[config.mk]
export PLATFORM = sky130hd
export DESIGN_NAME = cdb_arbiter
export DESIGN_NICKNAME = d
export VERILOG_FILES = /design/src/rtl/cdb_arbiter_pkg.sv /design/src/rtl/cdb_fifo.sv /design/src/rtl/cdb_arbiter.sv
export SDC_FILE = /design/constraint.sdc
export NUM_CORES = 1
export LEC_CHECK = 0
export ABC_AREA = 1
export BUFFER_PORTS_ARGS = -buffer_cell sky130_fd_sc_hd__buf_2
export CAP_MARGIN = 30
export CORE_AREA = 2 2 201 203
export DETAILED_ROUTE_END_ITERATION = 16
export DIE_AREA = 0 0 203 205
export PLACE_DENSITY_LB_ADDON = 0.2
export SLEW_MARGIN = 20
export SYNTH_ARGS = -nofsm -noshare
export SYNTH_HDL_FRONTEND = slang
export SYNTH_SLANG_ARGS = --single-unit
[constraint.sdc]
create_clock -name clockIn -period 5.2 [get_ports clockIn]
set_input_delay 0.26 -clock clockIn [delete_from_list [all_inputs] [get_ports clockIn]]
set_output_delay 0.26 -clock clockIn [all_outputs]
set_load 0.02 [all_outputs]
[src/rtl/cdb_arbiter_pkg.sv]
// -----------------------------------------------------------------------------
// cdb_arbiter_pkg
//   Shared definitions for the common data bus (CDB). The reservation station,
//   load/store buffer and reorder buffer import this package so that every
//   consumer agrees on the bundle widths and the source-id encoding.
//
//   Contents
//     CDB_ROB_W       default reorder-buffer index width
//     CDB_FIFO_DEPTH  default per-source result FIFO depth (power of 2, >= 2)
//     CDB_VALUE_W     broadcast value width
//     cdb_src_e       source id carried with every broadcast
//     cdb_entry_t     one broadcast bundle (rob index + value)
//     other_src()     returns the opposite source, used by the round-robin
// -----------------------------------------------------------------------------
package cdb_arbiter_pkg;

   localparam int CDB_ROB_W      = 4;
   localparam int CDB_FIFO_DEPTH = 4;
   localparam int CDB_VALUE_W    = 32;
   localparam int CDB_ENTRY_W    = CDB_ROB_W + CDB_VALUE_W;

   typedef enum logic {
      SRC_ALU = 1'b0,
      SRC_LSB = 1'b1
   } cdb_src_e;

   typedef struct packed {
      logic [CDB_ROB_W-1:0]   rob_index;
      logic [CDB_VALUE_W-1:0] value;
   } cdb_entry_t;

   function automatic cdb_src_e other_src(input cdb_src_e src);
      return (src == SRC_ALU) ? SRC_LSB : SRC_ALU;
   endfunction

endpackage

[src/rtl/cdb_fifo.sv]
// -----------------------------------------------------------------------------
// cdb_fifo
//   Small synchronous FIFO holding completed results of one producer until
//   the CDB grants them. No fall-through: a full FIFO refuses a push even if
//   it is popped in the same cycle, and a pushed entry is visible at the head
//   only after the edge that wrote it.
//
//   Ports
//     clk_i    clock, rising edge
//     rst_ni   asynchronous active-low reset (empties the FIFO)
//     clear_i  synchronous flush; wins over push and pop in the same cycle
//     push_i   write data_i at the tail (ignored when full)
//     data_i   entry to write
//     pop_i    drop the head entry (ignored when empty)
//     data_o   head entry, valid whenever empty_o is low
//     empty_o  no entries held
//     full_o   DEPTH entries held
// -----------------------------------------------------------------------------
module cdb_fifo #(
   parameter int W     = 36,
   parameter int DEPTH = 4
) (
   input  logic         clk_i,
   input  logic         rst_ni,
   input  logic         clear_i,
   input  logic         push_i,
   input  logic [W-1:0] data_i,
   input  logic         pop_i,
   output logic [W-1:0] data_o,
   output logic         empty_o,
   output logic         full_o
);

   localparam int PTR_W = $clog2(DEPTH);
   localparam int CNT_W = $clog2(DEPTH + 1);

   logic [W-1:0]     mem_q [DEPTH];
   logic [PTR_W-1:0] rd_ptr_q, rd_ptr_d;
   logic [PTR_W-1:0] wr_ptr_q, wr_ptr_d;
   logic [CNT_W-1:0] count_q,  count_d;
   logic             push_en;
   logic             pop_en;

   assign full_o  = (count_q == CNT_W'(DEPTH));
   assign empty_o = (count_q == '0);

   // Both qualifiers look only at the registered count, so a full FIFO
   // cannot make room for a same-cycle push by popping.
   assign push_en = push_i && !full_o && !clear_i;
   assign pop_en  = pop_i  && !empty_o && !clear_i;

   always_comb begin
      rd_ptr_d = rd_ptr_q;
      wr_ptr_d = wr_ptr_q;
      count_d  = count_q;
      if (clear_i) begin
         rd_ptr_d = '0;
         wr_ptr_d = '0;
         count_d  = '0;
      end else begin
         // DEPTH is a power of two, so the pointers wrap by overflow.
         if (push_en) wr_ptr_d = wr_ptr_q + 1'b1;
         if (pop_en)  rd_ptr_d = rd_ptr_q + 1'b1;
         count_d = count_q + CNT_W'(push_en) - CNT_W'(pop_en);
      end
   end

   always_ff @(posedge clk_i or negedge rst_ni) begin
      if (!rst_ni) begin
         rd_ptr_q <= '0;
         wr_ptr_q <= '0;
         count_q  <= '0;
      end else begin
         rd_ptr_q <= rd_ptr_d;
         wr_ptr_q <= wr_ptr_d;
         count_q  <= count_d;
      end
   end

   // Storage needs no reset: an entry is only read after it has been written.
   always_ff @(posedge clk_i) begin
      if (push_en) mem_q[wr_ptr_q] <= data_i;
   end

   assign data_o = mem_q[rd_ptr_q];

endmodule

[src/rtl/cdb_arbiter.sv]
// -----------------------------------------------------------------------------
// cdb_arbiter
//   Shares the single result-broadcast bus (CDB) between the ALU/reservation
//   station and the load/store buffer. Each producer's results queue in their
//   own cdb_fifo; every cycle one head entry is granted round-robin, popped,
//   and registered onto the cdb* outputs, which feed ROB writeback and
//   RS/LSB operand wakeup. A mispredict clear discards everything buffered.
//
//   Handshake (ALU and LSB inputs): a result transfers on the rising edge
//   where xValid && xReady. xReady depends only on registered FIFO occupancy
//   (and is held low during reset), never on xValid. The CDB side has no
//   back-pressure: cdbValid is high for exactly one cycle per entry.
//
//   Ports
//     clockIn       clock, rising edge
//     resetIn       asynchronous active-low reset
//     clear         synchronous mispredict flush
//     aluValid/aluReady/aluRobIndex/aluValue   ALU result input
//     lsbValid/lsbReady/lsbRobIndex/lsbValue   load result input
//     cdbValid/cdbRobIndex/cdbValue            registered broadcast
//     cdbSource     source of the last broadcast (0 = ALU, 1 = LSB), debug
// -----------------------------------------------------------------------------
module cdb_arbiter
   import cdb_arbiter_pkg::*;
#(
   parameter int ROB_WIDTH  = CDB_ROB_W,
   parameter int FIFO_DEPTH = CDB_FIFO_DEPTH
) (
   input  logic                   clockIn,
   input  logic                   resetIn,
   input  logic                   clear,
   input  logic                   aluValid,
   output logic                   aluReady,
   input  logic [ROB_WIDTH-1:0]   aluRobIndex,
   input  logic [CDB_VALUE_W-1:0] aluValue,
   input  logic                   lsbValid,
   output logic                   lsbReady,
   input  logic [ROB_WIDTH-1:0]   lsbRobIndex,
   input  logic [CDB_VALUE_W-1:0] lsbValue,
   output logic                   cdbValid,
   output logic [ROB_WIDTH-1:0]   cdbRobIndex,
   output logic [CDB_VALUE_W-1:0] cdbValue,
   output logic                   cdbSource
);

   localparam int ENT_W = ROB_WIDTH + CDB_VALUE_W;

   // ---------------------------------------------------------------- FIFOs
   logic [ENT_W-1:0] alu_head, lsb_head;
   logic             alu_empty, lsb_empty;
   logic             alu_full, lsb_full;
   logic             alu_pop, lsb_pop;

   cdb_fifo #(
      .W     (ENT_W),
      .DEPTH (FIFO_DEPTH)
   ) u_alu_fifo (
      .clk_i   (clockIn),
      .rst_ni  (resetIn),
      .clear_i (clear),
      .push_i  (aluValid),
      .data_i  ({aluRobIndex, aluValue}),
      .pop_i   (alu_pop),
      .data_o  (alu_head),
      .empty_o (alu_empty),
      .full_o  (alu_full)
   );

   cdb_fifo #(
      .W     (ENT_W),
      .DEPTH (FIFO_DEPTH)
   ) u_lsb_fifo (
      .clk_i   (clockIn),
      .rst_ni  (resetIn),
      .clear_i (clear),
      .push_i  (lsbValid),
      .data_i  ({lsbRobIndex, lsbValue}),
      .pop_i   (lsb_pop),
      .data_o  (lsb_head),
      .empty_o (lsb_empty),
      .full_o  (lsb_full)
   );

   // Ready is forced low while reset is asserted, independent of the clock.
   assign aluReady = resetIn && !alu_full;
   assign lsbReady = resetIn && !lsb_full;

   // ------------------------------------------------------ priority pointer
   cdb_src_e         prio_q, prio_d;
   logic             grant_valid;
   cdb_src_e         grant_src;
   logic [ENT_W-1:0] grant_entry;

   always_ff @(posedge clockIn or negedge resetIn) begin
      if (!resetIn) prio_q <= SRC_ALU;
      else          prio_q <= prio_d;
   end

   // Grant from registered FIFO state. Whichever source wins, the pointer
   // then names the other one, so a waiting head is passed over at most once.
   always_comb begin
      grant_valid = 1'b0;
      grant_src   = SRC_ALU;
      prio_d      = prio_q;
      if (!alu_empty && !lsb_empty) begin
         grant_valid = 1'b1;
         grant_src   = prio_q;
      end else if (!alu_empty) begin
         grant_valid = 1'b1;
         grant_src   = SRC_ALU;
      end else if (!lsb_empty) begin
         grant_valid = 1'b1;
         grant_src   = SRC_LSB;
      end
      if (grant_valid) prio_d = other_src(grant_src);
      if (clear) begin
         grant_valid = 1'b0;
         prio_d      = SRC_ALU;
      end
   end

   assign alu_pop     = grant_valid && (grant_src == SRC_ALU);
   assign lsb_pop     = grant_valid && (grant_src == SRC_LSB);
   assign grant_entry = (grant_src == SRC_LSB) ? lsb_head : alu_head;

   // ------------------------------------------------------ output register
   logic                   cdb_valid_q, cdb_valid_d;
   logic [ROB_WIDTH-1:0]   cdb_rob_q,   cdb_rob_d;
   logic [CDB_VALUE_W-1:0] cdb_value_q, cdb_value_d;
   cdb_src_e               cdb_src_q,   cdb_src_d;

   // Index, value and source hold their last broadcast on idle cycles.
   always_comb begin
      cdb_valid_d = grant_valid;
      cdb_rob_d   = cdb_rob_q;
      cdb_value_d = cdb_value_q;
      cdb_src_d   = cdb_src_q;
      if (grant_valid) begin
         cdb_rob_d   = grant_entry[ENT_W-1 -: ROB_WIDTH];
         cdb_value_d = grant_entry[CDB_VALUE_W-1:0];
         cdb_src_d   = grant_src;
      end
   end

   always_ff @(posedge clockIn or negedge resetIn) begin
      if (!resetIn) begin
         cdb_valid_q <= 1'b0;
         cdb_rob_q   <= '0;
         cdb_value_q <= '0;
         cdb_src_q   <= SRC_ALU;
      end else begin
         cdb_valid_q <= cdb_valid_d;
         cdb_rob_q   <= cdb_rob_d;
         cdb_value_q <= cdb_value_d;
         cdb_src_q   <= cdb_src_d;
      end
   end

   assign cdbValid    = cdb_valid_q;
   assign cdbRobIndex = cdb_rob_q;
   assign cdbValue    = cdb_value_q;
   assign cdbSource   = cdb_src_q;

endmodule

After elaboration in Yosys (flattened, before gate mapping)
Memories as Yosys holds them, arrays and structs flattened.
Index checks and enable logic that the tools add are counted.
{"block": "word_totals", "regBits": 53, "latch_bits": 0, "ram_bits": 288, "mem_bits_ro": 0, "in_bits": 77, "word_cells": 73, "memories": 2}
{"block": "op_classes", "n_addsub": 8, "mul": 0, "div": 0, "order_cmp": 0, "n_eq_ne": 2, "shifts": 0, "muxes": 24, "n_bitwise": 1, "reduce_logical": 25}
{"memory": "u_alu_fifo.mem_q", "words": 4, "word_bits": 36, "read_ports": 1, "rd_clocked_by_memory_dff": 0, "write_ports": 1, "line_no": "cdb_fifo.sv:37", "rtl": "logic [W-1:0] mem_q [DEPTH];"}
{"memory": "u_lsb_fifo.mem_q", "words": 4, "word_bits": 36, "read_ports": 1, "rd_clocked_by_memory_dff": 0, "write_ports": 1, "line_no": "cdb_fifo.sv:37"}
{"cell": "$mux W36", "n": 1}
{"cell": "$mux W2", "n": 8}
{"cell": "$logic_and A1 B1 Y1", "n": 13}
{"cell": "$mux W1", "n": 13}
{"cell": "$reduce_bool A2 Y1", "n": 5}
{"cell": "$add A2 B1 Y2 const B", "n": 4}
{"cell": "$add A3 B1 Y3", "n": 2}
{"cell": "$eq A3 B3 Y1 const B", "n": 2}
{"cell": "$logic_not A3 Y1", "n": 2}
{"cell": "$mux W3", "n": 2}
{"cell": "$sub A3 B1 Y3", "n": 2}
{"cell": "$logic_not A1 Y1", "n": 5}
{"cell": "$not A1 Y1", "n": 1}

Logic depth before layout (Yosys ltp)
{"block": "depth", "ltp_word": 10, "mapped_depth": 16, "mapped_depth_nobuf": 14}

Cells and area by module
From an unflattened synthesis, not the netlist that was laid out.
{"block": "unflattened", "hier_cells": 1148, "hier_area_um2": 13860.8}
{"mod": "cdb_fifo", "instances": 2, "cells_each": 411, "area_per_inst_um2": 5814.3, "seq_area_each_um2": 4499.3}
{"mod": "cdb_arbiter", "instances": 1, "cells_each": 326, "area_per_inst_um2": 2232.1, "seq_area_each_um2": 975.9}

Worst setup path before layout
No wires, ideal clock.
{"block": "synth_timing", "kind": "register to register", "startpoint": "register u_alu_fifo.count_q[1]", "endpoint": "memory u_alu_fifo.mem_q[0][0], enable pin", "arrival_ps": 2409, "required_time_ps": 4771, "setup_slack_ps": 2362, "path_stages_with_launch": 7, "cell_sequence": "dfrtp_1 inv_1 nand3_1 nand2_1 nor2_1 inv_1 nor2_1"}
{"block": "synth_between", "elab_chain_len": 6}
{"element": "start: declaration", "line_no": "cdb_fifo.sv:40", "rtl": "logic [CNT_W-1:0] count_q, count_d;"}
{"element": "start signal: assignment", "line_no": "cdb_fifo.sv:76", "rtl": "count_q <= count_d;"}
{"element": "$eq A3 B3 Y1", "line_no": "cdb_fifo.sv:44", "rtl": "assign full_o = (count_q == CNT_W'(DEPTH));"}
{"element": "$logic_not A1 Y1", "line_no": "cdb_fifo.sv:49", "rtl": "assign push_en = push_i && !full_o && !clear_i;"}
{"element": "$logic_and A1 B1 Y1 (2 in series)", "line_no": "cdb_fifo.sv:49"}
{"element": "$mux W1", "line_no": "cdb_fifo.sv:82", "rtl": "if (push_en) mem_q[wr_ptr_q] <= data_i;"}
{"element": "$mux W1 (implied by the code)", "line_no": "cdb_fifo.sv:82"}
{"element": "end: declaration", "line_no": "cdb_fifo.sv:37"}
Every way passes these cells.

Final worst setup path
{"block": "layout_timing", "startpoint": "register u_alu_fifo.count_q[2]", "endpoint": "register u_lsb_fifo.count_q[2]"}
{"block": "layout_between", "elab_chain_len": 10, "elab_cells_between_ends": 13}
{"element": "$logic_not A3 Y1 (*)", "line_no": "cdb_fifo.sv:45", "rtl": "assign empty_o = (count_q == '0);"}
{"element": "$logic_not A1 Y1", "line_no": "cdb_arbiter.sv:105", "rtl": "if (!alu_empty && !lsb_empty) begin"}
{"element": "$logic_and A1 B1 Y1", "line_no": "cdb_arbiter.sv:105"}
{"element": "$mux W1", "line_no": "cdb_arbiter.sv:105"}
{"element": "$mux W1", "line_no": "cdb_arbiter.sv:116", "rtl": "if (clear) begin"}
{"element": "$logic_and A1 B1 Y1 (*)", "line_no": "cdb_arbiter.sv:123", "rtl": "assign lsb_pop = grant_valid && (grant_src == SRC_LSB);"}
{"element": "$logic_and A1 B1 Y1 (*) (2 in series)", "line_no": "cdb_fifo.sv:50", "rtl": "assign pop_en = pop_i && !empty_o && !clear_i;"}
{"element": "$sub A3 B1 Y3 (*)", "line_no": "cdb_fifo.sv:64", "rtl": "count_d = count_q + CNT_W'(push_en) - CNT_W'(pop_en);"}
{"element": "$mux W3 (*)", "line_no": "cdb_fifo.sv:56", "rtl": "if (clear_i) begin"}
{"element": "named net u_lsb_fifo.count_d[2]", "line_no": "cdb_fifo.sv:40"}
{"element": "end signal: assignment", "line_no": "cdb_fifo.sv:76"}
{"element": "end: declaration", "line_no": "cdb_fifo.sv:40"}
Mark *: on every way through the listed nets, which the timed path passes. The rest lies on a longest branch.
A chain may end at the register's enable or synchronous reset.

==> flow_summary_export.csv <==
group,metric,value,unit
pwr,p_leak,6.70,nW
logic_synthesis,ys_ff_latch,341,
setup_path,cpPeakStageDelay,0.51,ns
clock_network,post_cts_resize_count,0,
routing,drt-initial-drc-count,529,
logic_synthesis,syn_inst,1197,
timing,fmax,0.332,GHz
logic_synthesis,synth_area_leader_cell,"edfxtp_1",
clock_network,cts_buffers,36,
setup_path,cp.arrival,3.40,ns
setup_path,cp_num_cells,15,
global_route,grt_usage,0.156,
finish,nets,1471,
place,dp_hpwl,19300,um
setup_path,startpoint,"u_alu_fifo.count_q[2]$_DFF_PN0_",
setup_path,cp_cell_sequence,"nor2_1 > nand2_2 > nand2_2 > nand2_2 > buf_4 > inv_2 > nand2_1 > inv_1 > ha_1 > inv_1 > ha_1 > inv_1 > fa_1 > o21ai_0 > a21oi_1",
clock_network,worst_skew_pair.late_latency,0.51,ns
routing,firstDrtPassIters,5,
place,routabilityCongestion,0.775,
routing,post-route-drc-count,0,
logic_synthesis,yosys.cell_types.count,22,
global_route,grt_use_met3,0.0262,
logic_synthesis,synth_area_per_cell,11.5,sq um
floorplanning,rows,73,
routing,wl_per_cell,16.5,um
outcome,outcome,"complete, no violations",
timing,fin_setup_tns,0,ns
place,numPortBuffers,116,
clock_network,clock_sinks,341,
setup_path,crit_slowest_cell,"inv_2",
global_route,grt_use_met2,0.249,
place,place_ws,2.18,ns
pwr,ir_worst_vdd,0.229,mV
global_route,grt_use_met1,0.221,
setup_path,critPathKind,"reg2reg",
clock_network,path_clk_slew,0.06,ns
clock_network,cts_tree,"built",
timing,finalHoldViolCount,0,
logic_synthesis,synth_area_leaders,"edfxtp_1 (63%), nand2_1 (14%), dfrtp_1 (9.7%), nand3_1 (6.9%), buf_2 (1.3%)",
global_route,grt_max_degree,76,
floorplanning,io-pin-count,117,
flow_run,maxCapViolations,0,
finish,fillers,3665,
timing,relSlewSlack,0.454,
timing,rsz0062_at_grt,"no",
floorplanning,dieArea,41600,sq um
setup_path,crit_fanout,41,
finish,layout.cells.non_filler,1930,
timing,hold_ws,0.0262,ns
timing,timing.final.ws_setup,2.18,ns
timing,finalCritPeriodShare,0.580,
timing,timing.final.max_slew_violations,0,
routing,vias_per_cell,4.57,
floorplanning,initial_utilization,0.348,
logic_synthesis,synth_nets,1288,
setup_path,rrSetupSlack,2.18,ns
setup_path,r2r_end,"u_lsb_fifo.count_q[2]$_DFF_PN0_",
finish,multi_input_area,3340,sq um
logic_synthesis,synth_top_area_frac,0.631,
logic_synthesis,seq_area_frac_synth,0.727,
floorplanning,die_x,203,um
worst_hold_path,hp-class,"in2reg",
timing,worst_slew_pin_slew,0.818,ns
timing,setup_violations,0,
finish,seq_area,9980,sq um
setup_path,cp.required,5.59,ns
clock_network,root_buffer,"clkbuf_16",
global_route,grt_pass1_vias,8708,
global_route,top_usage_layer,"met2",
pwr,totalPowerFinal,8.70,mW
setup_path,crit_buf_inv,5,
timing,final.setup_skew,0.0106,ns
setup_path,reg2regPathDepth,15,
timing,post-route-min-period,3.02,ns
finish,final_cell_area,16600,sq um
routing,num_vias,8811,
setup_path,worstSetupEndpointType,"register",
global_route,grt_pass1_wl,50000,um
setup_path,r2r-start,"u_alu_fifo.count_q[2]$_DFF_PN0_",
setup_path,endpoint,"u_lsb_fifo.count_q[2]$_DFF_PN0_",
clock_network,htreeDepth,2,
clock_network,clock_path_buffers,3,
pwr,pwr_density_cell,523,nW/um^2
logic_synthesis,syn_area,13700,sq um
floorplanning,core,39400,sq um
logic_synthesis,yosys_warnings,0,
finish,fin_util,0.422,
place,dpl_cell_area,14800,sq um
global_route,grt_overflow,0,
finish,drive_gt1_frac,0.140,
setup_path,cp-start-kind,"register",
finish,area_delta_synth_final,21.3,%
floorplanning,die_y,205,um
routing,ant_nets,0,
global_route,antenna_found_initial,2,
setup_path,crit_family,"buffers and inverters",
routing,wirelength,31900,um
place,place_inst,1794,
-- worst min-delay path by stage --
stage	from	endpoint	slack [ns]	depth (start not counted)
after floorplan	resetIn	cdbRobIndex[0]$_DFFE_PN0N_	-0.04	0
after global placement	resetIn	u_alu_fifo.wr_ptr_q[1]$_DFFE_PN0P_	0.45	2
after detailed placement	resetIn	u_alu_fifo.wr_ptr_q[0]$_DFFE_PN0P_	0.45	2
after CTS	aluValue[24]	u_alu_fifo.mem_q[3][24]$_DFFE_PP_	0.01	1
after global routing	aluValue[24]	u_alu_fifo.mem_q[3][24]$_DFFE_PP_	0.008	1
final	aluValue[24]	u_alu_fifo.mem_q[3][24]$_DFFE_PP_	0.03	1
-- metal layers --
metal,wire length [um],vias to the layer above
li1,-,4410
met1,15200,4176
met2,14500,168
met3,1480,55
met4,714,2
met5,11,-
-- sequential cells by signal (all words and copies together), names as in the netlist --
register             count
cdbSource                1
u_lsb_fifo.count_q       3
cdbValue                32
u_alu_fifo.count_q       3
prio_q                   1
u_alu_fifo.rd_ptr_q      2
u_alu_fifo.wr_ptr_q      2
cdbValid                 1
u_lsb_fifo.wr_ptr_q      2
u_lsb_fifo.mem_q       144
u_lsb_fifo.rd_ptr_q      2
u_alu_fifo.mem_q       144
cdbRobIndex              4
-- what timing repair did --
item / CTS / global route
hold buffers: 73 / 0
buffers inserted: 0 / 0
endpoints found under the setup margin: 0 / 0
hold endpoints to repair: 338 / 0
-- kinds of logic (layout without fill, tap and decap cells) --
logic type | count (synthesis) | in the layout | synth area share
DFF | 341 | 341 | 0.727
and+or+nand+nor | 727 | 727 | 0.217
xor gates and xnor gates | 4 | 4 | 0.00255
buffers and inverters | 97 | 304 | 0.0337
AOI/OAI and AO/OA | 14 | 14 | 0.00557
other | 0 | 1 | 0
adders and majority gates | 14 | 14 | 0.0139
-- cells in the mapped netlist --
master and number:
nand2_2 3, nor2_1 16, o21ai_0 8, o21ai_2 1
buf_4 4, buf_2 36, buf_6 5, clkinv_1 1
a21oi_1 3, buf_1 6, nand4_1 1, fa_1 2
nand3_1 188, inv_1 30, dfrtp_1 53, ha_1 12
inv_2 4, a31oi_1 2, clkbuf_1 11, edfxtp_1 288
xor2_1 4, nand2_1 519
-- cell usage in the layout, fill, tap and decap left out, types with 11 or more instances in the layout --
master           n
clkbuf_16       37
dfrtp_1         51
dlygate4sd3_1   73
nand3_1        188
buf_2          116
clkinv_1        11
edfxtp_1       288
nand2_1        519
ha_1            12
inv_1           29
buf_4           18
-- where the power goes --
part,total [mW],switching [mW],internal (mW)
combinational,2.85,2.02,0.829
clock,2.35,0.982,1.37
sequential,3.50,0.185,3.31
-- final cells by class --
class / count / share of cell area
inverters: 35 / 0.00790
flip-flops and latches: 341 / 0.600
clock inverters: 15 / 0.00527
well taps: 525 / 0.0395
clock buffers: 47 / 0.0591
multi-input cells: 759 / 0.201
diodes: 1 / 0.000150
repair buffers: 207 / 0.0870
No activity file was read; power rests on OpenSTA's default activity.
